==> src/rtl/cp0_count_timer_pkg.sv <==
// Shared CP0 constants for the Count/Compare timer: register addresses,
// Count reset value and the Cause bit that carries the timer interrupt.
package cp0_count_timer_pkg;

   // Address encoding is {reg[4:0], sel[2:0]}, the same as the other cp0_* blocks.
   localparam logic [7:0]  cp0addr_Count   = {5'd9, 3'd0};
   localparam logic [7:0]  cp0addr_Compare = {5'd11, 3'd0};
   localparam logic [31:0] Count_ini       = 32'h0000_0000;
   localparam int          Cause_TI_bit    = 30;

endpackage

==> src/rtl/cp0_count_timer_if.sv <==
// mtc0 write bus plus Compare input and Count/timer outputs of the CP0 timer.
// The master side is the CP0 top; the slave side is cp0_count_timer.
interface cp0_count_timer_if;

   logic        mtc0_we;
   logic [31:0] mtc0_data;
   logic [7:0]  cp0_addr;
   logic [31:0] cp0_Compare_data;
   logic [31:0] cp0_Count_data;
   logic        cp0_Cause_TI;
   logic        timer_int;

   modport master (
      output mtc0_we, mtc0_data, cp0_addr, cp0_Compare_data,
      input  cp0_Count_data, cp0_Cause_TI, timer_int
   );

   modport slave (
      input  mtc0_we, mtc0_data, cp0_addr, cp0_Compare_data,
      output cp0_Count_data, cp0_Cause_TI, timer_int
   );

endinterface

==> src/rtl/cp0_count_timer.sv <==
// CP0 Count register (advances every second clock) and the Compare-match
// timer interrupt that sets Cause.TI and drives IP7.
module cp0_count_timer
   import cp0_count_timer_pkg::*;
(
   input  logic            clk,
   input  logic            rst_n,
   cp0_count_timer_if.slave bus
);

   logic [31:0] count_q;
   logic        tick_q;
   logic        ti_q;
   logic        cmp_valid_q;

   logic        count_wr;
   logic        cmp_wr;
   logic        match;

   always_comb begin
      count_wr = bus.mtc0_we && (bus.cp0_addr == cp0addr_Count);
      cmp_wr   = bus.mtc0_we && (bus.cp0_addr == cp0addr_Compare);
      // Compare has no reset value; ignore it until software has written it once,
      // and skip the cycle of a Compare write so the stale value cannot fire.
      match    = cmp_valid_q && !cmp_wr && (count_q == bus.cp0_Compare_data);
   end

   // NOTE: all state uses <= so every branch reads the pre-edge values, which is
   // what lets a match in the same cycle as a Count write use the old Count.
   always_ff @(posedge clk) begin
      if (!rst_n) begin
         count_q     <= Count_ini;
         tick_q      <= 1'b0;
         ti_q        <= 1'b0;
         cmp_valid_q <= 1'b0;
      end else begin
         tick_q <= count_wr ? 1'b0 : ~tick_q;

         if (count_wr)
            count_q <= bus.mtc0_data;
         else if (tick_q)
            count_q <= count_q + 32'd1;

         if (cmp_wr)
            cmp_valid_q <= 1'b1;

         // TI is sticky: only a Compare write clears it.
         if (cmp_wr)
            ti_q <= 1'b0;
         else if (match)
            ti_q <= 1'b1;
      end
   end

   assign bus.cp0_Count_data = count_q;
   assign bus.cp0_Cause_TI   = ti_q;
   assign bus.timer_int      = ti_q;

endmodule

==> src/flat_wrapper.sv <==
// flat-port wrapper written by rule: the top's interface ports become plain ports
module cp0_count_timer_flat import cp0_count_timer_pkg::*;
  (clk, rst_n, bus_mtc0_we, bus_mtc0_data, bus_cp0_addr, bus_cp0_Compare_data, bus_cp0_Count_data, bus_cp0_Cause_TI, bus_timer_int);
  cp0_count_timer_if bus_i ();
  input  logic clk;
  input  logic rst_n;
  input wire logic [$bits(bus_i.mtc0_we)-1:0] bus_mtc0_we;
  input wire logic [$bits(bus_i.mtc0_data)-1:0] bus_mtc0_data;
  input wire logic [$bits(bus_i.cp0_addr)-1:0] bus_cp0_addr;
  input wire logic [$bits(bus_i.cp0_Compare_data)-1:0] bus_cp0_Compare_data;
  output wire logic [$bits(bus_i.cp0_Count_data)-1:0] bus_cp0_Count_data;
  output wire logic [$bits(bus_i.cp0_Cause_TI)-1:0] bus_cp0_Cause_TI;
  output wire logic [$bits(bus_i.timer_int)-1:0] bus_timer_int;
  assign bus_i.mtc0_we = bus_mtc0_we;
  assign bus_i.mtc0_data = bus_mtc0_data;
  assign bus_i.cp0_addr = bus_cp0_addr;
  assign bus_i.cp0_Compare_data = bus_cp0_Compare_data;
  assign bus_cp0_Count_data = bus_i.cp0_Count_data;
  assign bus_cp0_Cause_TI = bus_i.cp0_Cause_TI;
  assign bus_timer_int = bus_i.timer_int;
  cp0_count_timer u_core (.clk(clk), .rst_n(rst_n), .bus(bus_i));
endmodule
==> config.mk <==
export PLATFORM = sky130hd
export DESIGN_NAME = cp0_count_timer_flat
export DESIGN_NICKNAME = d
export VERILOG_FILES = /design/src/rtl/cp0_count_timer_pkg.sv /design/src/rtl/cp0_count_timer_if.sv /design/src/rtl/cp0_count_timer.sv /design/src/flat_wrapper.sv
export SDC_FILE = /design/constraint.sdc
export NUM_CORES = 1
export LEC_CHECK = 0
export BUFFER_PORTS_ARGS = -buffer_cell sky130_fd_sc_hd__buf_2
export CAP_MARGIN = 20
export CORE_UTILIZATION = 50
export CTS_BUF_LIST = sky130_fd_sc_hd__clkbuf_16
export CTS_CLUSTER_DIAMETER = 60
export DETAILED_ROUTE_END_ITERATION = 16
export PLACE_DENSITY = 0.86
export SLEW_MARGIN = 20
export SYNTH_ARGS = -nofsm -noshare
export SYNTH_HDL_FRONTEND = slang
export SYNTH_SLANG_ARGS = --single-unit
==> constraint.sdc <==
create_clock -name clk -period 4.2 [get_ports clk]
set_input_delay 0 -clock clk [delete_from_list [all_inputs] [get_ports clk]]
set_output_delay 0 -clock clk [all_outputs]
set_load 0.02 [all_outputs]
==> results.txt, run 1 <==
* Residual overflow from global routing: 0
* Startpoint types: register
- Synth Area per Inst: 8.48 um2
* Hold Crit Depth: 3
- Buffers inserted during post-CTS setup optimization: 0
- The number of global-route vias before repair was about 2,100.
* Final routed wire length divided by cell count: 15.6 um
- Across the run, the number of max-cap violations was 0.
* Total number of vias: 2,286
* Cts hold-fix bufs: 4
- In this run the critical register-to-register path is launched from u_core.bus.cp0_Count_data[0]$_SDFFE_PN0P_.
- In the finished design, the share of the clock period the worst path needs comes to around half.
- For this block, the routed nets add up to between 6000 and 7000 um of wire.
- Grouping stages by cell kind, the critical path spends the most delay in simple AND/OR/NAND/NOR gates.
- By area the synthesized netlist is led by sky130_fd_sc_hd__dfxtp_1 (32%), sky130_fd_sc_hd__xnor2_1 (18%), sky130_fd_sc_hd__xor2_1 (7.2%), sky130_fd_sc_hd__a21oi_1 (4.1%), sky130_fd_sc_hd__o21ai_0 (3.9%).
- The cell count after synthesis came out at between 200 and 300.
- Count of placed standard cells including taps: 402
- Count of final setup violators: 0
- Buffers & Inverters on Critical Path: 0
- The die covers around 4700 um2.
* Max Freq: 479 MHz
* Drt pass-1 iters: 4
- # diodes: 0
- Clock buffers created by TritonCTS: 5
* Proportion of synthesized area in mux cells: 0.911%
- The number of different library cells used by synthesis comes to 36.
- Violations in the final reports: negative hold slack
- Register-to-register setup slack: 2110 ps
* Count of buffers inserted at the top-level ports: about 110
- I/O pins: 109
* Seq. cell area: between 700 and 800 um2
- Starting density of the core: between 50% and 60%
- The run finished, with violations left.
* CTS tree: yes
* Number of violations reported at the end of detailed-routing iteration 0: 181
* # H-tree levels: 2
- Hold Path Sink: u_core.bus.cp0_Count_data[10]$_SDFFE_PN0P_
* Final count of hold timing violations: 1
- On the critical path, the stage with the largest delay is an instance of sky130_fd_sc_hd__or4_1.
- The tightest hold path in the finished design has a slack of -2.80 ps.
- Netlist Area Pre-Place: 2200 um2
- In this run the critical register-to-register path is captured at u_core.bus.cp0_Count_data[30]$_SDFFE_PN0P_.
- Walking the worst path, the cells encountered are ha_1 > nand4_1 > or4_1 > nor4_2 > xnor2_1 > o22ai_1.
- For this run, the slowest stage of the critical path takes 640 ps.
- Entering global routing, the biggest net connects 62 pins.
* Synthesis-stage register bit count: 35
- For the worst setup path, the data required time is 4360 ps.
* Parity-gate share of the synthesized area counting xor and xnor cells: roughly a quarter
- Leaving out fill and tap cells, the most frequent cell in the layout is sky130_fd_sc_hd__buf_2.
- The internal portion of the total power is between 0.0005 and 0.0006 W.
- Largest clock skew in the final design: around 4.8 ps
- Start point of the critical path: u_core.bus.cp0_Count_data[0]$_SDFFE_PN0P_
- Total track usage: between 20% and 30%
* Final min period: 2090 ps
* Worst Path Class, Setup: register to register
- In this run the remaining antenna-violating nets after routing total 0.
- Share of power burned in the clock network: about 44%
* Fraction of synthesized cell area taken by the top area cell type: 31.9%
- Library cell occupying the most area in the post-synthesis netlist: sky130_fd_sc_hd__dfxtp_1
- Largest fanout of any net on the critical path: 6
- Clock tree synthesis selected as its root buffer the cell sky130_fd_sc_hd__clkbuf_16.
- The Yosys step of the flow raised 0 warnings.
* RSZ-0062 raised after global routing: false
* Overall die height: approximately 68 um
* Worst Hold Class: input pin to register
- GP Congestion: around 0.86
* Switching Power: 0.000174 W
- Standby leakage power: around 1.2 nW
- Layout filler cell count: roughly 340
- Cell Count, Final, Fillers Out: ~410
* Sum of negative setup slack: 0 ps
- DRC: 0
- Areal power density over the cells: between 200 and 300 nW/um2
- After Yosys synthesis, and, or, nand and nor cells account for a little under a quarter of the synthesized area.
- The share of the Yosys chip area taken by registers is roughly a third.
- Post-CTS repair changed the size of 0 cells.
- Relative to the synthesized area, the layout overhead comes to 33.0%.
- Clock latency on the worst-skew pair, taken at its later pin, is 280 ps.
- Comb power frac: 11.0%
* Sort of element at the end of the critical path: register
- The number of antenna violations at the first check in global routing was 0.
- Pins Over Slew Limit: 0
- Sink count of the clock tree: 35
- The first global-routing pass estimated 9810 um of wire.
- Final nets: between 400 and 500
* HPWL Detailed: 4790 um
- Clock-pin slew was measured on the worst setup and hold paths at 50 ps.
- In the final layout, the share of cells above drive strength 1 is 35.3%.
- Compound-cell area share of the yosys netlist: a little over an eighth
- Arithmetic-cell share of the synthesized area counting full adders, half adders and majority gates: 0.569%
- Worst relative slew slack: 52.4%
- Data arrives at the worst endpoint at 2250 ps.
- Transition time at the pin with the least slew margin: 708 ps
- Startpoint of the lowest-slack hold path: bus_mtc0_data[10]
* Net Sw Frac: 22.7%
* Via-to-Cell Ratio: 5.54
* Most used cells in the layout excluding fill and tap cells: sky130_fd_sc_hd__buf_2 (108), sky130_fd_sc_hd__xnor2_1 (45), sky130_fd_sc_hd__dfxtp_1 (35), sky130_fd_sc_hd__nor2_1 (19)
- The number of nets handed over by synthesis was 335.
- In the final layout, the multi-input gates occupy 1420 um2.
- Combinational family with the most area after synthesis: XOR/XNOR gates
- Core Box Area: 4120 um2
- Clock buffer depth: 2
* Number of cell instances on the worst register-to-register path: 6
* Floorplan die width: 68.3 um
- Number of rows created at floorplan: 23
* Maximum ir drop on the vdd rail: 0.000164 V
- Sequential Power Share: 44.6%
## Yosys cell counts (all sizes together)
cell type	n
nor2	19
nor4	7
xnor2	45
xor2	18
inv	4
a31oi	1
a21oi	18
o21ai	17
mux2i	2
o22ai	3
nor2b	1
nor3	8
ha	1
nand4	14
clkbuf	10
or4	2
nand2b	1
and3	2
buf	5
or3	1
or4b	2
a211oi	12
and4	2
dfxtp	35
nand2	13
nand3	14
or2	1
nand3b	1
## routing by layer
layer	GRT usage (%)	share of wire, %
met5	0	0
met4	13.3	2.6
met3	4.67	6.7
met2	49.0	49
met1	35.1	42
## power by group through the flow
stage / logic, W / registers, W / clock network (W)
global placement: 0.0000800 / 0.000348 / 0
global route: 0.0000917 / 0.000342 / 0.000355
CTS: 0.0000841 / 0.000342 / 0.000340
finish: 0.0000843 / 0.000342 / 0.000340
detailed placement: 0.0000807 / 0.000349 / 0
floorplan: 0.0000332 / 0.000350 / 0
## metrics by stage
stage / cell area, um2 / util, % / hold WS [ps] / setup WS [ps] / total power [W]
2_1_floorplan: 2200 / - / 97.0 / 2170 / 0.000383
3_3_place_gp: 2730 / 66.4 / 213 / 2040 / 0.000428
3_5_place_dp: 2730 / 66.4 / 215 / 1910 / 0.000429
4_1_cts: 2900 / 70.5 / 2.28 / 2070 / 0.000766
5_1_grt: 2920 / 71.0 / 17.8 / 1880 / 0.000789
6_report: 2920 / 71.0 / -2.80 / 2110 / 0.000766
## cell type report
type | count | area share [%]
Clock buffer | 5 | 4.28
Clock inverter | 1 | 0.128
Inverter | 4 | 0.514
Multi-Input combinational cell | 205 | 48.4
Sequential cell | 35 | 24.0
Tap cell | 50 | 2.14
Timing Repair Buffer | 113 | 20.5
## state kept, by name, summed over array words and instances, names as in the netlist
name	cells
u_core.bus.cp0_Cause_TI	1
u_core.bus.cp0_Count_data	32
u_core.cmp_valid_q	1
u_core.tick_q	1
## worst max path at each step
stage                                                      end  cells after the start  slack [ps]
floorplan           u_core.bus.cp0_Count_data[30]$_SDFFE_PN0P_                      6        2170
global placement    u_core.bus.cp0_Count_data[29]$_SDFFE_PN0P_                      6        2040
detailed placement  u_core.bus.cp0_Count_data[29]$_SDFFE_PN0P_                      6        1910
CTS                 u_core.bus.cp0_Count_data[30]$_SDFFE_PN0P_                      6        2070
global route        u_core.bus.cp0_Count_data[16]$_SDFFE_PN0P_                      6        1880
finish              u_core.bus.cp0_Count_data[30]$_SDFFE_PN0P_                      6        2110
## logic make-up (layout without fill, tap and decap cells)
family | Yosys count | after routing
adders and majority gates | 1 | 1
buffers and inverters | 19 | 123
and+or+nand+nor | 88 | 88
AOI/OAI and AO/OA | 51 | 51
DFF | 35 | 35
muxes | 2 | 2
xor gates and xnor gates | 63 | 63
## worst reg2reg max path, stage by stage, from the launching register on
cell	delay (ps)
sky130_fd_sc_hd__dfxtp_1	450
sky130_fd_sc_hd__ha_1	220
sky130_fd_sc_hd__nand4_1	230
sky130_fd_sc_hd__or4_1	640
sky130_fd_sc_hd__nor4_2	210
sky130_fd_sc_hd__xnor2_1	150
sky130_fd_sc_hd__o22ai_1	80
No activity file was read; power rests on OpenSTA's default activity.
==> inputs of run 2 (changes only) <==
--- a/config.mk
+++ b/config.mk
@@ -7,11 +7,11 @@
 export LEC_CHECK = 0
 export BUFFER_PORTS_ARGS = -buffer_cell sky130_fd_sc_hd__buf_2
 export CAP_MARGIN = 20
-export CORE_UTILIZATION = 50
+export CORE_UTILIZATION = 46
 export CTS_BUF_LIST = sky130_fd_sc_hd__clkbuf_16
 export CTS_CLUSTER_DIAMETER = 60
 export DETAILED_ROUTE_END_ITERATION = 16
-export PLACE_DENSITY = 0.86
+export PLACE_DENSITY = 0.8
 export SLEW_MARGIN = 20
 export SYNTH_ARGS = -nofsm -noshare
 export SYNTH_HDL_FRONTEND = slang
==> constraint.sdc (replaced) <==
create_clock -name clk -period 2.1 [get_ports clk]
set_input_delay 0 -clock clk [delete_from_list [all_inputs] [get_ports clk]]
set_output_delay 0 -clock clk [all_outputs]
set_load 0.02 [all_outputs]
==> run 2 against run 1 <==
Compared with the run above: the run ends with design-rule violations left; sequential power up 99%; maximum frequency up 6.3%; clock-buffer cell count unchanged; clock power up 100%; core utilization down 1.8 points; global-route usage down 1.2 points; clock skew down 2.3 ps; final cell count up 5.8%; setup slack worse by 2000 ps; combinational power up 120%; critical endpoint is now u_core.bus.cp0_Count_data[28]$_SDFFE_PN0P_; largest power group is now the clock network; highest routed layer unchanged.
==> results.txt, run 2 (synthesis gave the netlist of run 1 again) <==
- HPWL Detailed: 5220 um
- The worst-case IR drop observed on VDD is 0.000319 V.
- Core Box Area: ~4500 um2
- Of the available clock period, the critical path in the final layout requires a little over nine tenths.
- Buffers & Inverters on Critical Path: 0
* Delay contributed by the slowest stage of the critical path: 590 ps
* Run status: complete, but fails checks
- The final reports fail on design-rule violations.
* Wire length of the first global-routing pass: 10,700 um
- Leaving out fill and tap cells, the most frequent cell in the layout is sky130_fd_sc_hd__buf_2.
- Sink count of the clock tree: 35
- Global routing finished with a remaining overflow of 0.
- Total number of vias: 2,367
- The tool flagged a number of max-cap violations equal to 0.
- Worst relative slew slack: 69.0%
- Crit-path leading delay family: simple AND/OR/NAND/NOR gates
- TritonCTS built the clock tree.
- Start point of the critical path: u_core.bus.cp0_Count_data[1]$_SDFFE_PN0P_
* Worst hold margin: roughly 9 ps
- STA classifies the critical path endpoint as a register.
* I/O pins: 109
- Wires add up to ~6700 um.
- The final layout contains around 460 nets.
- Via-to-Cell Ratio: 5.42
* Total track usage: 27.6%
* Area added between synthesis and finish: 41.1%
- Number of rows created at floorplan: 24
- Worst Path Class, Setup: register to register
- For the worst setup path, the data required time is around 2300 ps.
* Startpoint of the lowest-slack hold path: bus_mtc0_data[2]
- The congestion estimate from routability-driven global placement came to 0.914.
- Number of violations reported at the end of detailed-routing iteration 0: ~170
* Starting density of the core: between 40% and 50%
* RSZ-0062 raised after global routing: false
* Drt pass-1 iters: 10
* Final count of hold timing violations: 0
- Pin count of the biggest net entering global routing: 50
* Vias in the first global route: between 2,000 and 2,500
- Die Area: 5060 um2
* Count of final setup violators: 0
- Post-CTS clock slew at the launch and capture registers of the worst setup and hold paths: 50 ps
- 0 antenna diodes ended up in the layout.
* Largest fanout of any net on the critical path: 6
- DRC: 8
- Root Driver: sky130_fd_sc_hd__clkbuf_16
- Ratio of cells with drive above 1 in the final layout: about 39%
* Transition time at the pin with the least slew margin: 465 ps
- # H-tree levels: 2
- Standby leakage power: between 1 and 1.5 nW
* Critical path cell sequence: ha_1 > nand4_1 > or4_1 > nor3_2 > xnor2_1 > a211oi_2
* Startpoint types: register
* Number of antenna violations at the first check in global routing: 0
- In the final timing run, aggregate negative setup slack is 0 ps.
* Count of buffers inserted at the top-level ports: between 100 and 150
- Final routed wire length divided by cell count: 15.3 um
* Slowest stage cell on the critical path: sky130_fd_sc_hd__or4_1
- Clock buffer depth: 2
- Most used cells in the layout excluding fill and tap cells: sky130_fd_sc_hd__buf_2 (108), sky130_fd_sc_hd__xnor2_1 (45), sky130_fd_sc_hd__dfxtp_1 (35), sky130_fd_sc_hd__buf_4 (21)
- The die is 71.1 um tall.
* Layout filler cell count: 359
- Dividing total power by cell area gives a power density of 498 nW/um2.
* Crit Reg-Reg Startpoint: u_core.bus.cp0_Count_data[1]$_SDFFE_PN0P_
- STA puts the critical path data arrival time at 2170 ps.
- Worst Hold Class: input pin to register
- Clock Latency Late Sink: 280 ps
* Largest clock skew in the final design: 2.49 ps
* Final min period: 1970 ps
* Post-route antenna net violation count: 0
- Static timing analysis puts the maximum clock frequency at 509 MHz.
- The max-slew violation total from the final report came to 0.
- In this run, CTS created clock tree buffers numbering 5.
- Max reg flops: 32
- In this run the horizontal extent of the chip is roughly 71 um.
run 2: cell types whose count changed in the layout (fill, tap and decap cells not counted), sizes merged:
cell,change
dlygate4sd3,+1
buf,+21
run 2: per-stage QoR:
step / std cells / cell area [um2] / utilization [%] / power [W] / setup slack (ps)
3_3_place_gp: 426 / 2910 / 65.1 / 0.000865 / 211
3_5_place_dp: 426 / 2910 / 65.1 / 0.000868 / 111
5_1_grt: 437 / 3100 / 69.3 / 0.00159 / 4.65
2_1_floorplan: 259 / 2200 / - / 0.000766 / 69.9
6_report: 437 / 3100 / 69.3 / 0.00154 / 134
4_1_cts: 437 / 3090 / 69.1 / 0.00154 / 95.2
run 2: layout make-up:
class                           instances  area (um2)  share of cell area [%]
Tap cell                               52        65.1                    2.10
Clock buffer                            5         125                    4.04
Timing Repair Buffer                  135         768                    24.8
Multi-Input combinational cell        205        1420                    45.9
Clock inverter                          1        3.75                   0.121
Inverter                                4        15.0                   0.484
Sequential cell                        35         701                    22.6
run 2: path summary, 6_finish.rpt:
| path | to | slack (ps) | depth (start not counted) |
|---|---|---|---|
| max reg2reg | u_core.bus.cp0_Count_data[28]$_SDFFE_PN0P_ | 130 | 6 |
| max | u_core.bus.cp0_Count_data[28]$_SDFFE_PN0P_ | 130 | 6 |
| min | u_core.bus.cp0_Count_data[2]$_SDFFE_PN0P_ | 9 | 3 |
| min reg2reg | u_core.cmp_valid_q$_SDFFE_PN0P_ | 460 | 2 |
run 2: worst min-delay path: cells and delay by family:
family | cells | cell delay [ps]
buf+inv | 1 | 100
simple gates | 1 | 90
compound gates | 1 | 50
run 2: what timing repair did:
action,4_1_cts,5_1_grt
hold endpoints to repair,6,0
resized for setup,0,2
hold buffers,5,0
setup endpoints to repair,0,3
setup buffers,0,0
run 2: report_power, final:
| part | switching (W) | internal, W | leakage (nW) |
|---|---|---|---|
| clock network | 0.000261 | 0.000421 | 0.0669 |
| registers | 0.00000740 | 0.000671 | 0.282 |
| logic | 0.0000842 | 0.0000999 | 0.966 |
| total | 0.000353 | 0.00119 | 1.31 |
run 2: routing by layer:
metal | track usage (%) | part of all wire (%)
met1 | 34.0 | 42
met2 | 45.5 | 48
met3 | 6.13 | 6.7
met4 | 13.6 | 3.5
met5 | 0 | 0
